### config.mk
export PLATFORM = sky130hd
export DESIGN_NAME = btn_conditioner
export DESIGN_NICKNAME = d
export VERILOG_FILES = /design/src/rtl/btn_pkg.sv /design/src/rtl/btn_debounce_ch.sv /design/src/rtl/btn_conditioner.sv
export SDC_FILE = /design/constraint.sdc
export NUM_CORES = 1
export LEC_CHECK = 0
export BUFFER_PORTS_ARGS = -buffer_cell sky130_fd_sc_hd__buf_4
export CELL_PAD_IN_SITES_DETAIL_PLACEMENT = 2
export CELL_PAD_IN_SITES_GLOBAL_PLACEMENT = 2
export CORE_MARGIN = 4
export CORE_UTILIZATION = 38
export CTS_CLUSTER_DIAMETER = 40
export DETAILED_ROUTE_END_ITERATION = 12
export PLACE_DENSITY_LB_ADDON = 0.1
export SETUP_SLACK_MARGIN = 0.3
export SLEW_MARGIN = 20
export SYNTH_ARGS = -nofsm -noshare
export SYNTH_HDL_FRONTEND = slang
export SYNTH_HIERARCHICAL = 1
export SYNTH_SLANG_ARGS = --single-unit
### constraint.sdc
create_clock -name clk -period 2.2 [get_ports clk]
set_input_delay 0.22 -clock clk [delete_from_list [all_inputs] [get_ports clk]]
set_output_delay 0.22 -clock clk [all_outputs]
set_load 0.02 [all_outputs]
### src/rtl/btn_pkg.sv
`default_nettype none
// ============================================================================
//  Module      : btn_pkg
//  Description : Shared types and helpers for the button conditioner.
//                - NUM_BTNS    : default number of button channels.
//                - btn_idx_e   : channel index names (left/right/shoot).
//                - rep_state_e : auto-repeat FSM states.
//                - btn_clog2   : counter width helper, never below 1 bit.
//                Optional feature macro used by the consumers of this package:
//                BTN_AUTOREPEAT_EN.
//  Revision    : 1.0 - initial release
// ============================================================================
package btn_pkg;

    localparam int NUM_BTNS = 3;

    typedef enum logic [1:0] {
        BTN_LEFT  = 2'd0,
        BTN_RIGHT = 2'd1,
        BTN_SHOOT = 2'd2
    } btn_idx_e;

    typedef enum logic [1:0] {
        REP_IDLE   = 2'd0,
        REP_DELAY  = 2'd1,
        REP_REPEAT = 2'd2
    } rep_state_e;

    // Width needed to hold values 0..n-1, with a floor of one bit.
    function automatic int btn_clog2(input int n);
        return (n <= 2) ? 1 : $clog2(n);
    endfunction

endpackage
`default_nettype wire

### src/rtl/btn_debounce_ch.sv
`default_nettype none
// ============================================================================
//  Module      : btn_debounce_ch
//  Description : One button channel: 2-flop synchroniser, counter-based
//                debounce, registered press/release strobes and, when the
//                macro BTN_AUTOREPEAT_EN is defined, an auto-repeat FSM that
//                adds extra press pulses while the button is held.
//  Ports       : clk        - system clock
//                rst        - synchronous active-high reset
//                btn_raw_i  - asynchronous pad level, 1 = pressed
//                level_o    - debounced level
//                press_o    - one-cycle strobe on debounced 0->1 (and repeat)
//                release_o  - one-cycle strobe on debounced 1->0
//  Revision    : 1.0 - initial release
// ============================================================================
module btn_debounce_ch
    import btn_pkg::*;
#(
    parameter int DEBOUNCE_CYCLES = 250000,
    parameter int REPEAT_DELAY    = 6250000,
    parameter int REPEAT_PERIOD   = 1250000
) (
    input  logic clk,
    input  logic rst,
    input  logic btn_raw_i,
    output logic level_o,
    output logic press_o,
    output logic release_o
);

    localparam int               CNT_W    = $clog2(DEBOUNCE_CYCLES);
    localparam logic [CNT_W-1:0] CNT_LAST = CNT_W'(DEBOUNCE_CYCLES - 1);

    logic             sync1_q;
    logic             sync2_q;
    logic [CNT_W-1:0] cnt_q;
    logic [CNT_W-1:0] cnt_d;
    logic             level_q;
    logic             level_d;
    logic             press_q;
    logic             press_d;
    logic             release_q;
    logic             release_d;
    logic             w_flip;
    logic             w_rep_pulse;

    // ------------------------------------------------------------------
    // Debounce: the counter only advances while the synchronised input
    // disagrees with the stable level; any agreement restarts it at 0.
    // ------------------------------------------------------------------
    always_comb begin
        cnt_d   = cnt_q;
        level_d = level_q;
        w_flip  = 1'b0;
        if (sync2_q == level_q) begin
            cnt_d = '0;
        end else if (cnt_q == CNT_LAST) begin
            cnt_d   = '0;
            level_d = sync2_q;
            w_flip  = 1'b1;
        end else begin
            cnt_d = cnt_q + CNT_W'(1);
        end
    end

`ifdef BTN_AUTOREPEAT_EN
    localparam int REP_MAX = (REPEAT_DELAY > REPEAT_PERIOD) ? REPEAT_DELAY : REPEAT_PERIOD;
    localparam int REP_W   = btn_clog2(REP_MAX);
    localparam logic [REP_W-1:0] DELAY_LAST  = REP_W'(REPEAT_DELAY - 1);
    localparam logic [REP_W-1:0] PERIOD_LAST = REP_W'(REPEAT_PERIOD - 1);

    rep_state_e       rep_state_q;
    rep_state_e       rep_state_d;
    logic [REP_W-1:0] rep_cnt_q;
    logic [REP_W-1:0] rep_cnt_d;

    // Looking at level_d rather than level_q means the FSM drops to idle
    // in the same cycle the release strobe fires, so a repeat pulse can
    // never coincide with a release.
    always_comb begin
        rep_state_d = rep_state_q;
        rep_cnt_d   = rep_cnt_q;
        w_rep_pulse = 1'b0;
        if (!level_d) begin
            rep_state_d = REP_IDLE;
            rep_cnt_d   = '0;
        end else begin
            case (rep_state_q)
                REP_IDLE: begin
                    if (w_flip) begin
                        rep_state_d = REP_DELAY;
                        rep_cnt_d   = '0;
                    end
                end
                REP_DELAY: begin
                    if (rep_cnt_q == DELAY_LAST) begin
                        rep_state_d = REP_REPEAT;
                        rep_cnt_d   = '0;
                        w_rep_pulse = 1'b1;
                    end else begin
                        rep_cnt_d = rep_cnt_q + REP_W'(1);
                    end
                end
                REP_REPEAT: begin
                    if (rep_cnt_q == PERIOD_LAST) begin
                        rep_cnt_d   = '0;
                        w_rep_pulse = 1'b1;
                    end else begin
                        rep_cnt_d = rep_cnt_q + REP_W'(1);
                    end
                end
                default: begin
                    rep_state_d = REP_IDLE;
                    rep_cnt_d   = '0;
                end
            endcase
        end
    end

    always_ff @(posedge clk) begin
        if (rst) begin
            rep_state_q <= REP_IDLE;
            rep_cnt_q   <= '0;
        end else begin
            rep_state_q <= rep_state_d;
            rep_cnt_q   <= rep_cnt_d;
        end
    end
`else
    // Repeat timing has no meaning without the repeat FSM.
    logic w_unused_rep_cfg;
    assign w_unused_rep_cfg = (REPEAT_DELAY > 0) ^ (REPEAT_PERIOD > 0);
    assign w_rep_pulse      = 1'b0;
`endif

    // Strobes are registered alongside the level so they line up with
    // the first cycle the new level is visible.
    always_comb begin
        press_d   = (w_flip & sync2_q) | w_rep_pulse;
        release_d = w_flip & ~sync2_q;
    end

    always_ff @(posedge clk) begin
        if (rst) begin
            sync1_q   <= 1'b0;
            sync2_q   <= 1'b0;
            cnt_q     <= '0;
            level_q   <= 1'b0;
            press_q   <= 1'b0;
            release_q <= 1'b0;
        end else begin
            sync1_q   <= btn_raw_i;
            sync2_q   <= sync1_q;
            cnt_q     <= cnt_d;
            level_q   <= level_d;
            press_q   <= press_d;
            release_q <= release_d;
        end
    end

    assign level_o   = level_q;
    assign press_o   = press_q;
    assign release_o = release_q;

endmodule
`default_nettype wire

### src/rtl/btn_conditioner.sv
`default_nettype none
// ============================================================================
//  Module      : btn_conditioner
//  Description : Conditions the raw pad buttons (left, right, shoot) for the
//                game core: per channel synchronise, debounce and produce a
//                clean level plus one-cycle press/release strobes.
//                Optional auto-repeat of press strobes: BTN_AUTOREPEAT_EN.
//  Ports       : clk         - system clock (pixel clock domain)
//                rst         - synchronous active-high reset
//                btn_raw     - asynchronous button levels, 1 = pressed
//                btn_level   - debounced levels
//                btn_press   - one-cycle press strobes
//                btn_release - one-cycle release strobes
//  Revision    : 1.0 - initial release
// ============================================================================
module btn_conditioner #(
    parameter int NUM_BTNS        = 3,
    parameter int DEBOUNCE_CYCLES = 250000,
    parameter int REPEAT_DELAY    = 6250000,
    parameter int REPEAT_PERIOD   = 1250000
) (
    input  logic                clk,
    input  logic                rst,
    input  logic [NUM_BTNS-1:0] btn_raw,
    output logic [NUM_BTNS-1:0] btn_level,
    output logic [NUM_BTNS-1:0] btn_press,
    output logic [NUM_BTNS-1:0] btn_release
);

    // Channels share nothing but the clock and reset.
    for (genvar g = 0; g < NUM_BTNS; g++) begin : g_ch
        btn_debounce_ch #(
            .DEBOUNCE_CYCLES (DEBOUNCE_CYCLES),
            .REPEAT_DELAY    (REPEAT_DELAY),
            .REPEAT_PERIOD   (REPEAT_PERIOD)
        ) u_ch (
            .clk       (clk),
            .rst       (rst),
            .btn_raw_i (btn_raw[g]),
            .level_o   (btn_level[g]),
            .press_o   (btn_press[g]),
            .release_o (btn_release[g])
        );
    end

endmodule
`default_nettype wire

==> summary.md, run 1 <==
| Metric | Value |
|---|---|
| Headroom to the max-slew limit | 0.6213 |
| Setup tns final | 0 ns |
| Crit start category | register |
| Internal power | 1.710 mW |
| Hold/Removal Path Class | primary input to register |
| I/O pin cnt | 14 |
| Seq pwr share | 0.566 |
| HPWL Detailed | 5042 um |
| F_max | 562.7 MHz |
| Setup Buffers After CTS | 0 |
| Sw Share | 0.2323 |
| RD Place Congestion | 0.7597 |
| Clock Pin Slew Worst Setup and Hold Paths | 0.08 ns |
| Period utilisation layout | 0.8079 |
| Die ar. | 9313 sq um |
| Syn Nets | 338 |
| Crit. End Element | register |
| Clock H-tree levels | 3 |
| Final Cell Area | 3387 sq um |
| Cells along the critical path | nor4b_1 -> nand4_1 -> o21ai_2 -> buf_4 -> nor2_1 |
| PwrDens | 657.5 nW/um^2 |
| Gr usage total | 0.1720 |
| Endpoints failing hold | 0 |
| Final number of setup-violating endpoints | 0 |
| Final Skew | 0.01393 ns |
| Mapped Cells | 330 |
| CP max stage cell | nor4b_1 |
| Worst Path Max Fanout | 18 |
| Worst R2R Setup Slack | 0.42 ns |
| Die height | 96.51 um |
| Synth top area cells | dfxtp_1 46%, xnor2_1 13%, nor2_1 8.3% |
| Most frequent cells in the layout | 69 x dfxtp_1, 66 x nor2_1, 45 x xnor2_1 |
| Final antenna-violating net count | 0 |
| Clock root cell | clkbuf_8 |
| Clock insertion delay at the later pin of the skew report | 0.34 ns |
| CP max stage delay | 0.55 ns |
| DRT Pass-1 Iters | 4 |
| Syn Area/Cell | 9.020 sq um |
| Max_cap viols | 0 |
| First-pass GRT wire length | 12170 um |
| Via count | 2372 |
| Area growth syn-to-layout | 13.79% |
| Synthesized cell area | 2977 sq um |
| Row Count | 32 |
| Leak | 1.060 nW |
| Commonest non-fill, non-tap cell in the layout | dfxtp_1 |
| Wirelength per Cell | 15.76 um |
| P_sw | 0.5173 mW |
| Clock sinks | 69 |
| Sequential element share of the synthesized area | 0.4641 |
| Drt total wl | 7219 um |
| Final #Nets | 359 |
| Initial antenna violation count | 0 |
| Cells after DPL | 442 |
| Share of the synthesized area in the top cell type | 0.4641 |
| Core area | 7687 sq um |
| Pin count of the biggest net entering global routing | 19 |
| Critical path required time | 2.43 ns |
| Peak supply drop | 0.2344 mV |
| Worst Path Arrival | 2.01 ns |
| Crit Path Class | register to register |
| Combinational share of power | 0.014 |
| Status | finished clean |
| DR iter-0 viols | 32 |
| Worst Tran Pin Value | 0.5602 ns |
| Clk pwr share | 0.420 |
| Deepest clock path buffer count | 2 |
| Unrepaired setup endpoints after global routing | no |
| Ratio of cells with drive above 1 in the final layout | 0.1292 |
| Number of library cell types mapped by synthesis | 27 |
| GRT overflow | 0 |
| Vias/cell | 5.179 |
| Cell accounting for the most synthesized area | dfxtp_1 |
| Final cell count without fillers | 458 |
| Final worst path period need | 1.777 ns |
| Post-route DRC | 0 |
| Ant diodes | 0 |
| Slew Viols, Final | 0 |
| Initial Util | 0.3872 |
| Horiz. Die Dim | 96.51 um |
| Yosys reg bits | 69 |
| Cts-stage hold buffer count | 0 |
| TritonCTS Buffers | 9 |
| Vias in the first global route | 2500 |
| Syn. warnings | 6 |
| TritonCTS clock tree | yes |
| Port bufs | 13 |
| Placed cell areas | 3191 sq um |
==> critical path: cells and delay by family (launching register included) <==
family / cells / cell delay (ns)
compound gates: 1 / 0.16
buf+inv: 1 / 0.25
flops: 1 / 0.38
simple gates: 3 / 0.87
==> repair_timing <==
| item | CTS | global route |
|---|---|---|
| endpoints found under the hold margin | 0 | 0 |
| gates resized for setup | 1 | 2 |
| setup endpoints to repair | 18 | 21 |
==> layer usage <==
layer,global-route usage,vias up,wire [um]
met5,0,-,0
met4,0.05958,0,89
met3,0.04260,8,205
met2,0.2822,20,3455
met1,0.2199,1168,3468
li1,-,1176,-
==> power by group through the flow <==
stage | registers (mW) | logic (mW) | clock network [mW]
4_1_cts | 1.26 | 0.0317 | 0.979
5_1_grt | 1.26 | 0.0344 | 1.04
3_5_place_dp | 1.29 | 0.0312 | 0
3_3_place_gp | 1.29 | 0.0301 | 0
6_report | 1.26 | 0.0303 | 0.936
2_1_floorplan | 1.29 | 0.0164 | 0
==> final cells by class <==
class,instances,area [sq um]
fillers,879,4300
multi-input cells,237,1513
flip-flops and latches,69,1381
clock buffers,11,141.4
well taps,102,127.6
repair buffers,16,120.1
inverters,18,67.56
clock inverters,5,36.28
==> through the flow <==
stage / power (mW) / hold WS (ns) / worst slack [ns] / utilization
4_1_cts: 2.272 / 0.07218 / 0.4294 / 0.4390
5_1_grt: 2.333 / 0.07467 / 0.3187 / 0.4406
3_5_place_dp: 1.321 / 0.4361 / 0.3210 / 0.4150
2_1_floorplan: 1.305 / 0.2891 / 0.6525 / -
6_report: 2.227 / 0.08814 / 0.4227 / 0.4406
3_3_place_gp: 1.319 / 0.4183 / 0.5063 / 0.4150
==> sequential cells by signal, summed over array words and instances (netlist names) <==
signal and cells:
g_ch.u_ch/level_o 3, g_ch.u_ch/cnt_q 54, g_ch.u_ch/press_o 3, g_ch.u_ch/release_o 3, g_ch.u_ch/sync1_q 3, g_ch.u_ch/sync2_q 3
==> path summary, 6_finish.rpt <==
path / start / end / cells past startpoint
min reg2reg: g_ch[2].u_ch/sync1_q / g_ch[2].u_ch/sync2_q / 1
max: g_ch[0].u_ch/cnt_q[10] / g_ch[0].u_ch/cnt_q[6] / 5
min: btn_raw[0] / g_ch[0].u_ch/sync1_q / 2
max reg2reg: g_ch[0].u_ch/cnt_q[10] / g_ch[0].u_ch/cnt_q[6] / 5
==> cells by family after synthesis <==
kind of cell | synth area share
buffers and inverters | 0.03405
and+or+nand+nor | 0.3165
AOI/OAI and AO/OA | 0.03153
adders and majority gates | 0.01261
DFF | 0.4641
xor gates and xnor gates | 0.1412
==> Yosys cell counts <==
cell / number
xnor2_1: 45
o21ai_2: 3
a21oi_1: 6
buf_4: 3
xor2_1: 3
o21ai_0: 3
nor3b_1: 3
nor4_1: 18
clkbuf_1: 3
nor4b_1: 6
nor3_1: 12
nand4_1: 12
nand3_1: 21
or4_1: 3
or3_1: 3
dfxtp_1: 69
o31ai_1: 3
nand4_2: 3
nand4_4: 3
nand2_2: 3
inv_1: 18
nand2_1: 6
ha_1: 3
nor2_1: 66
and4_1: 3
and2_1: 3
nor2b_1: 6
Power figures use the tool's default switching activity.
==> run 2, diff against run 1 <==
clock period = 1.65 ns   (was 2.2 ns; I/O delays follow)
==> run 2 against run 1 <==
Against the previous run: the run now ends with negative setup slack left; worst hold slack got worse by 0.053 ns; clock power increased by 62%; critical path depth up 2; final cell count up 9.8%; power increased by 47%; non-clock buffer count increased by 45; clock skew fell by 0.0016 ns; global-route usage is 7.1 points higher; sequential power rose by 32%; routed wire length up 100%; sequential share of layout area is 9.8 points lower; first-iteration DRC count grew to 4.5 times the previous value; critical endpoint is now g_ch[0].u_ch/cnt_q[15]; highest routed layer unchanged.
==> summary.md, run 2 (synthesis results as in run 1) <==
| Metric | Value |
|---|---|
| Status | finished with violations |
| Failing checks | negative setup slack |
| RD Place Congestion | 0.7625 |
| Hold path depth | 2 |
| Final antenna-violating net count | 0 |
| GRT overflow | 0 |
| Final worst slack | -0.2037 ns |
| Initial antenna violation count | 0 |
| Leak | 1.502 nW |
| Slew Viols, Final | 0 |
| Commonest non-fill, non-tap cell in the layout | buf_4 |
| Drt total wl | 14460 um |
| Most frequent cells in the layout | 45 x buf_4, 44 x xnor2_1, 32 x dfxtp_1, 32 x nor2_4, 26 x nor2_1 |
| Final Skew | 0.01230 ns |
| Area growth syn-to-layout | 58.09% |
| FF-to-FF path depth | 7 |
| Vias/cell | 5.829 |
| Pin count of the biggest net entering global routing | 19 |
| Wirelength per Cell | 28.75 um |
| Port bufs | 13 |
| Initial Util | 0.3872 |
| Vias in the first global route | 3063 |
| HPWL Detailed | 5685 um |
| Register area | 1458 sq um |
| Post-route DRC | 0 |
| Clock sinks | 69 |
| F_max | 539.5 MHz |
| Final #Nets | 404 |
| Worst Tran Pin Value | 0.6351 ns |
| Crit. End Element | register |
| Cells after DPL | 464 |
| Worst Path Arrival | 2.14 ns |
| Via count | 2932 |
| DR iter-0 viols | 143 |
| # fillers | 700 |
| Worst Path Max Fanout | 6 |
| Clock insertion delay at the later pin of the skew report | 0.36 ns |
| Unrepaired setup endpoints after global routing | yes |
| Clock Pin Slew Worst Setup and Hold Paths | 0.09 ns |
| Placed cell areas | 3551 sq um |
| Row Count | 32 |
| Peak supply drop | 0.5047 mV |
| Ratio of cells with drive above 1 in the final layout | 0.5486 |
| Deepest clock path buffer count | 2 |
| Gr usage total | 0.2429 |
| Max FFs per register | 54 |
| Period utilisation layout | 1.123 |
| Crit Path Class | register to register |
| Horiz. Die Dim | 96.51 um |
| Most flop-heavy register | g_ch.u_ch/cnt_q |
| Max_cap viols | 0 |
| Die ar. | 9313 sq um |
| Crit start category | register |
| TritonCTS Buffers | 9 |
| PwrDens | 697.3 nW/um^2 |
| Die height | 96.51 um |
| Final Cell Area | 4706 sq um |
| TritonCTS clock tree | yes |
| Multi-input gate area | 2241 sq um |
| Ant diodes | 0 |
| Final worst path period need | 1.854 ns |
| Hold/Removal Path Class | primary input to register |
| Core area | 7687 sq um |
| Clock root cell | clkbuf_8 |
| Min Hold Slack | 0.03523 ns |
| Headroom to the max-slew limit | 0.5727 |
| DRT Pass-1 Iters | 5 |
| I/O pin cnt | 14 |
| Final number of setup-violating endpoints | 49 |
| Endpoints failing hold | 0 |
| Critical path required time | 1.94 ns |
| First-pass GRT wire length | 16770 um |
| Clock H-tree levels | 3 |
| Final cell count without fillers | 503 |
## run 2: cell types whose count changed in the layout (fill, tap and decap cells not counted), moves of 12 or more
cell / before / now
dfxtp_2: 0 / 25
buf_4: 16 / 45
nor4_1: 18 / 5
dfxtp_1: 69 / 32
dfxtp_4: 0 / 12
nor2_1: 66 / 26
nor2_4: 0 / 32
## run 2: through the flow
| stage | setup slack (ns) | power (mW) | util | TNS, ns |
|---|---|---|---|---|
| finish | -0.2037 | 3.281 | 0.6121 | -2.167 |
| global route | -0.2478 | 3.389 | 0.6121 | -4.725 |
| CTS | 0.09379 | 3.228 | 0.5361 | 0 |
| detailed placement | 0.02280 | 1.762 | 0.4619 | 0 |
| global placement | 0.1485 | 1.759 | 0.4619 | 0 |
| floorplan | 0.2557 | 1.733 | - | 0 |
## run 2: what timing repair did
action / CTS / global route
gates resized for setup: 52 / 126
hold buffers: 0 / 0
hold endpoints to repair: 0 / 0
cloned: 2 / 1
pin swaps: 12 / 28
buffers inserted: 12 / 8
endpoints found under the setup margin: 61 / 63
## run 2: worst max-delay path, stage by stage (launching register included)
cell and delay [ns]:
dfxtp_2 0.37, buf_6 0.13, nand4_4 0.13, buf_4 0.16
buf_4 0.15, nor4_1 0.49, xnor2_1 0.18, nor2_1 0.18
## run 2: cell type report
class,count,share of cell area
inverter,18,0.01542
sequential,69,0.3098
clock inverter,6,0.01489
multi-input combinational,237,0.4762
clock buffer,10,0.02925
timing repair buffer,61,0.1274
tap,102,0.02712
## run 2: metal layers
metal  track usage  up-vias  wire [um]
li1              -     1278          -
met4        0.1028        0        782
met5             0        -          0
met3       0.05732       54        655
met2        0.4374      133       7580
met1        0.2722     1467       5442
## run 2: worst paths after layout
path / from / end / slack (ns)
setup / recovery: g_ch[0].u_ch/cnt_q[1] / g_ch[0].u_ch/cnt_q[15] / -0.20
hold / removal: btn_raw[0] / g_ch[0].u_ch/sync1_q / 0.04
hold reg to reg: g_ch[1].u_ch/sync1_q / g_ch[1].u_ch/sync2_q / 0.47
setup reg to reg: g_ch[0].u_ch/cnt_q[1] / g_ch[0].u_ch/cnt_q[15] / -0.20
## run 2: power breakdown
part	internal (mW)	leakage (nW)	total (mW)	switching (mW)
logic	0.0430	0.819	0.0968	0.0538
registers	1.65	0.580	1.66	0.0104
clock network	0.752	0.103	1.52	0.769
